==> src/rtl/inst_mem_loadable.sv <==
// inst_mem_loadable: run-time loadable instruction memory for the fetch stage.
//
// Two-state FSM (RUN / LOAD). In RUN the fetch port is open and returns one
// word per cycle with a single cycle of registered read latency. In LOAD the
// fetch port is closed and words from the sequential load port are written
// from index 0 upward. Writes past the end are dropped and set a sticky error.
//
// Optional feature macro: IMEM_BOUNDS_CHECK_EN
//   defined   : misaligned or out-of-range fetches return 0 with fetch_fault=1
//   undefined : fetch index wraps modulo DEPTH, fetch_fault tied to 0
//
// Ports:
//   clk, rst            clock, synchronous active-low reset
//   fetch_req/addr      fetch request and byte address
//   fetch_ready         request accepted this cycle (high in RUN)
//   fetch_valid/instr   fetched word, one cycle after an accepted request
//   fetch_fault         address fault, qualified by fetch_valid
//   load_start          pulse: begin (or restart) a program load
//   load_valid/data     next program word
//   load_last           final word marker, qualified by load_valid
//   load_busy           high while loading
//   load_done           one-cycle pulse when a load completes
//   load_err            sticky overflow flag
//   load_count          words written by the last or current load
module inst_mem_loadable #(
  parameter int unsigned DATA_W = 32,
  parameter int unsigned DEPTH  = 64
) (
  input  logic                       clk,
  input  logic                       rst,
  input  logic                       fetch_req,
  input  logic [31:0]                fetch_addr,
  output logic                       fetch_ready,
  output logic                       fetch_valid,
  output logic [DATA_W-1:0]          fetch_instr,
  output logic                       fetch_fault,
  input  logic                       load_start,
  input  logic                       load_valid,
  input  logic [DATA_W-1:0]          load_data,
  input  logic                       load_last,
  output logic                       load_busy,
  output logic                       load_done,
  output logic                       load_err,
  output logic [$clog2(DEPTH):0]     load_count
);

  localparam int unsigned IDX_W = $clog2(DEPTH);
  localparam int unsigned PTR_W = IDX_W + 1;

  typedef enum logic {
    RUN_S  = 1'b0,
    LOAD_S = 1'b1
  } state_e;

  state_e               state_q, state_d;
  logic [PTR_W-1:0]     wr_ptr_q, wr_ptr_d;
  logic                 load_err_q, load_err_d;
  logic                 load_done_q, load_done_d;
  logic                 load_busy_q, load_busy_d;
  logic                 fetch_ready_q, fetch_ready_d;
  logic                 fetch_valid_q, fetch_valid_d;
  logic [DATA_W-1:0]    fetch_instr_q, fetch_instr_d;
  logic                 fetch_fault_q, fetch_fault_d;

  logic [DATA_W-1:0]    mem_q [DEPTH];
  logic                 mem_we_c;
  logic [IDX_W-1:0]     fetch_idx_c;
  logic                 addr_fault_c;

  assign fetch_idx_c = fetch_addr[IDX_W+1:2];

  // Address fault decode for the optional bounds check.
`ifdef IMEM_BOUNDS_CHECK_EN
  assign addr_fault_c = (fetch_addr[1:0] != 2'b00) ||
                        (fetch_addr[31:2] >= 30'(DEPTH));
`else
  logic unused_addr_c;
  assign addr_fault_c  = 1'b0;
  assign unused_addr_c = ^{fetch_addr[31:IDX_W+2], fetch_addr[1:0]};
`endif

  // Next-state, load pointer and fetch pipeline logic.
  always_comb begin
    state_d       = state_q;
    wr_ptr_d      = wr_ptr_q;
    load_err_d    = load_err_q;
    load_done_d   = 1'b0;
    fetch_valid_d = 1'b0;
    fetch_instr_d = fetch_instr_q;
    fetch_fault_d = 1'b0;
    mem_we_c      = 1'b0;

    case (state_q)
      RUN_S: begin
        // A fetch in the same cycle as load_start still sees the old image.
        if (fetch_req) begin
          fetch_valid_d = 1'b1;
          fetch_fault_d = addr_fault_c;
          fetch_instr_d = addr_fault_c ? '0 : mem_q[fetch_idx_c];
        end
        if (load_start) begin
          state_d    = LOAD_S;
          wr_ptr_d   = '0;
          load_err_d = 1'b0;
        end
      end

      LOAD_S: begin
        if (load_start) begin
          wr_ptr_d   = '0;
          load_err_d = 1'b0;
        end else if (load_valid) begin
          // MSB of the pointer set means the memory is full: drop the word.
          if (!wr_ptr_q[IDX_W]) begin
            mem_we_c = 1'b1;
            wr_ptr_d = wr_ptr_q + PTR_W'(1);
          end else begin
            load_err_d = 1'b1;
          end
          if (load_last) begin
            state_d     = RUN_S;
            load_done_d = 1'b1;
          end
        end
      end

      default: begin
        state_d = RUN_S;
      end
    endcase

    fetch_ready_d = (state_d == RUN_S);
    load_busy_d   = (state_d == LOAD_S);
  end

  // Control and output registers.
  always_ff @(posedge clk) begin
    if (!rst) begin
      state_q       <= RUN_S;
      wr_ptr_q      <= '0;
      load_err_q    <= 1'b0;
      load_done_q   <= 1'b0;
      load_busy_q   <= 1'b0;
      fetch_ready_q <= 1'b1;
      fetch_valid_q <= 1'b0;
      fetch_instr_q <= '0;
      fetch_fault_q <= 1'b0;
    end else begin
      state_q       <= state_d;
      wr_ptr_q      <= wr_ptr_d;
      load_err_q    <= load_err_d;
      load_done_q   <= load_done_d;
      load_busy_q   <= load_busy_d;
      fetch_ready_q <= fetch_ready_d;
      fetch_valid_q <= fetch_valid_d;
      fetch_instr_q <= fetch_instr_d;
      fetch_fault_q <= fetch_fault_d;
    end
  end

  // Storage array; contents deliberately survive reset.
  always_ff @(posedge clk) begin
    if (mem_we_c) begin
      mem_q[wr_ptr_q[IDX_W-1:0]] <= load_data;
    end
  end

  assign fetch_ready = fetch_ready_q;
  assign fetch_valid = fetch_valid_q;
  assign fetch_instr = fetch_instr_q;
  assign fetch_fault = fetch_fault_q;
  assign load_busy   = load_busy_q;
  assign load_done   = load_done_q;
  assign load_err    = load_err_q;
  assign load_count  = wr_ptr_q;

endmodule

==> config.mk <==
export PLATFORM = sky130hd
export DESIGN_NAME = inst_mem_loadable
export DESIGN_NICKNAME = d
export VERILOG_FILES = /design/src/rtl/inst_mem_loadable.sv
export SDC_FILE = /design/constraint.sdc
export NUM_CORES = 2
export LEC_CHECK = 0
export ABC_AREA = 1
export CORE_MARGIN = 1.5
export CORE_UTILIZATION = 40
export CTS_BUF_LIST = sky130_fd_sc_hd__clkbuf_4 sky130_fd_sc_hd__clkbuf_8
export DETAILED_ROUTE_END_ITERATION = 8
export PLACE_DENSITY = 0.64
export SYNTH_ARGS = -nofsm -noshare
export SYNTH_HDL_FRONTEND = slang
export SYNTH_SLANG_ARGS = --single-unit
==> constraint.sdc <==
create_clock -name clk -period 5.7 [get_ports clk]
set_clock_uncertainty 0.2 [all_clocks]
set_input_delay 0.855 -clock clk [delete_from_list [all_inputs] [get_ports clk]]
set_output_delay 0.855 -clock clk [all_outputs]
set_load 0.01 [all_outputs]
Word-level counts from Yosys, hierarchy flattened

Memory sizes are Yosys's and may differ from the RTL's. A register that Yosys moved wholly into a read port is not among the register bits.
Index checks and enable logic that the tools add are counted.

Reduce and logical (&&, ||, !) cells: 7
Bitwise operators: 4
$add $sub $neg: 1
Equality and inequality tests: 4
Muxes and demuxes: 23

Operators with widths:

| kind                | number |
|---|---|
| $mux 7              | 4 |
| $mux 1              | 16 |
| $pmux 7 s2          | 1 |
| $ne 3x3->1 const B  | 3 |
| $add 7x1->7 const B | 1 |
| $reduce_and 3->1    | 2 |
| $not 1->1           | 4 |
| $pmux 1 s2          | 2 |
| $reduce_and 2->1    | 2 |
| $reduce_or 4->1     | 1 |
| $ne 2x2->1 const B  | 1 |
| $reduce_or 2->1     | 1 |
| $logic_not 1->1     | 1 |

Memory bits (writable): 2048
Input port bits: 70
Register bits after elaboration: 12
Memories: 1
Output and inout bits: 45

Memories:

| memory | depth | width | read ports | clocked after memory_dff | wr ports | line | RTL |
|---|---|---|---|---|---|---|---|
| mem_q  | 64    | 32    | 1          | 1                        | 1        | 65   | `logic [DATA_W-1:0] mem_q [DEPTH];` |

Depth between registers and ports, before layout

Word-level depth: 6
Mapped depth: 15
Mapped depth without buffers: 11

Worst setup path after synthesis

OpenSTA, ideal clock, no wires.

Path type: in2reg
From: input load_valid
To: memory mem_q[0][0], enable pin
Buffers on the path: 0
Stages: 6
Setup slack: 2.068 ns
Data arrival time: 3.011 ns
Path through: nand2_1 -> inv_1 -> nand2_1 -> nor3_1 -> nand3_1 -> nor2_1

Word-level cells in the longest chain between the ends: 5

Ends and longest elaborated chain:

| what                         | line | RTL |
|---|---|---|
| start: declaration           | 38   | `input logic load_valid,` |
| $mux 1                       | 112  | `end else if (load_valid) begin` |
| $mux 1                       | 109  | `if (load_start) begin` |
| $mux 1                       | 93   | `case (state_q)` |
| $mux 1                       | 163  | `if (mem_we_c) begin` |
| $mux 1 (implied by the code) | 164  | `mem_q[wr_ptr_q[IDX_W-1:0]] <= load_data;` |
| end: declaration             | 65   |  |

Every way passes these cells.

Worst setup path in the final report

From: register fetch_instr_q[3], in the netlist fetch_instr[3], read port of mem_q
To: output fetch_instr[3]

RTL lines:

| what               | line | RTL |
|---|---|---|
| start: declaration | 62   | `logic [DATA_W-1:0] fetch_instr_q, fetch_instr_d;` |
| end: declaration   | 35   | `output logic [DATA_W-1:0] fetch_instr,` |

No word-level cell between the ends.

==> results.ini <==
[clocking]
post_cts_buffers = 0
cts_resized = 0
htree_num_levels = 5
cts_tree = done
cts_buffers = 339
cts_buffer_depth = 4
cts.clk_slew.worst_paths_ps = 60
cts_hold_buf = 0
clkLatencyLatePin_ps = 1040
clock-sinks = 2092
cts_root_buffer = clkbuf_8

[synth]
synth_area_leader_cell = edfxtp_1
seq_area_frac_synth = 0.7454
yosys_warnings = 0
syn_nets = 7019
syn_area_per_cell_um2 = 12.04
synthesis.area_um2 = 83680
synth.distinct_cells = 21
ys_seq_elements = 2092
synthTopCellsByArea = edfxtp_1, nand3_1, nand2_1
netlist_instances = 6948
yosys.area.top_type_share = 0.7349

[floorplanning]
fp.coreArea_um2 = 207500
start_util = 0.4033
io_pins = 115
rows = 167
die_w_um = 460.4
dieHeight_um = 460.4
die-area_um2 = 212000

[setup_path]
cp.arrival_ps = 2240
critPathMaxStageDelay_ps = 620
required_ps = 4640
critPathLaunchType = flop
crit_path_end_kind = output pin
worstPathMaxFanout = 2
path_class = flop to output pin
crit_buf_inv = 1
ff2ff_path_depth = 5
path_cells = clkdlybuf4s50_1
reg2reg_setup_slack_ps = 2460
crit_cells = 1
crit_family = buffers and inverters
crit_slowest_cell = clkdlybuf4s50_1

[pwr]
p_clk_frac = 0.395
p_switching_w = 0.007010
peakVddDrop_mv = 0.2597
p_leak_nw = 32.84
pwr_density_cell_nw_per_um2 = 330.3
pwr-share-comb = 0.059
p_sw_frac = 0.2260
intPower_w = 0.02400
power.share.sequential = 0.546

[timing]
timing.final.crit_share = 0.5772
timing.final.hold_violations = 0
rsz0062_at_grt = false
slew_viol_final = 0
slew_headroom = 0.1349
fmax_ghz = 0.3039
setup_tns_ps = 0
setup_viol = 0
worst_slew_pin_slew_ps = 1298
fin_crit_ps = 3290

[detailed_routing]
routed_wl_um = 220200
vias_per_cell = 5.398
postRouteAntennaNets = 0
vias = 54550
drc = 0
wl_per_cell_um = 21.79
drtIter0Drc = 5900
dr.pass1.iters = 6

[final_layout]
final_common_cell = nand2_1
areaGrowthSynthToFinish_pct = 12.19
drive_gt1_frac = 0.1048
finalNetCount = 7150
utilization = 0.4525
final_cell_mix = nand2_1, edfxtp_1, nand3_1

[global_route]
grt_usage = 0.2049
grt_pass1_wl_um = 327100
antenna_found_initial = 19
grt_pass1_vias = 52700
globalRouteOverflowTotal = 0
grt_max_degree = 246

[min_path]
worstHoldPathType = input port to flop
worstHoldPathCells = 3

[place]
port_buffers = 87
gp_congestion = 0.8700
dpl.hpwl_um = 115200

[run_status]
status = finished clean

[flow_run]
maxCapViolCount = 0

[per-stage QoR]
stage               hold WS (ps)  std cells  setup WS [ps]  power, W  area (um^2)
global placement           275.6       9526           1602   0.01903        87610
floorplan                  304.7       6948           2068   0.01829        83680
detailed placement         306.2       9526           1557   0.01906        87610
CTS                        134.8      10090           2310   0.03121        93860
finish                     241.2      10110           2410   0.03102        93890
global route               190.8      10100           2301   0.03204        93880
[cells by family (layout without fill, tap and decap cells)]
| kind of cell | Yosys count | after routing | share of synthesized area |
|---|---|---|---|
| simple gates | 4330 | 4330 | 0.2237 |
| flops | 2092 | 2092 | 0.7454 |
| buf+inv | 509 | 867 | 0.02968 |
| compound gates | 15 | 15 | 0.0009718 |
| fa+ha+maj | 1 | 1 | 0.0001495 |
| other cells | 1 | 13 | 0.00004481 |
[layout make-up]
| cell class | instances | area, um^2 |
|---|---|---|
| Clock buffer | 469 | 5698 |
| Timing Repair Buffer | 245 | 2206 |
| Inverter | 54 | 239.0 |
| Sequential cell | 2092 | 62380 |
| Clock inverter | 99 | 545.5 |
| Fill cell | 18460 | 113600 |
| Antenna cell | 12 | 30.03 |
| Tap cell | 2788 | 3488 |
| Multi-Input combinational cell | 4347 | 19300 |
[per-layer routing]
layer  share of wire  track usage
met3           0.083      0.04131
met4           0.038      0.08940
met5         0.00014            0
met2            0.48       0.3356
met1            0.40       0.2637
[cells in the mapped netlist]
cell type,count
a21oi_1,9
buf_1,51
buf_2,264
buf_4,32
buf_6,16
clkbuf_1,92
clkinv_1,1
conb_1,1
dfxtp_1,44
edfxtp_1,2048
ha_1,1
inv_1,49
inv_2,3
inv_4,1
nand2_1,2221
nand3_1,1963
nand4_1,3
nor2_1,138
nor3_1,5
o21ai_0,5
o221a_2,1
[final timing paths]
path,start,endpoint
max,fetch_instr[3],fetch_instr[3]
min reg2reg,load_err,load_err
max reg2reg,load_count[0],mem_q[31][30]
min,fetch_req,fetch_valid
[state kept, by name (all words and copies together) (netlist names)]
name / count
fetch_valid: 1
mem_q: 2048
load_done: 1
fetch_instr: 32
fetch_ready: 1
load_busy: 1
load_count: 7
load_err: 1
[power by group through the flow]
stage               combinational, W  clock, W  sequential (W)
global placement             0.00177         0          0.0173
CTS                          0.00181    0.0125          0.0169
floorplan                    0.00103         0          0.0173
global route                 0.00199    0.0131          0.0169
finish                       0.00183    0.0122          0.0169
detailed placement           0.00180         0          0.0173
No activity file was read; power rests on OpenSTA's default activity.
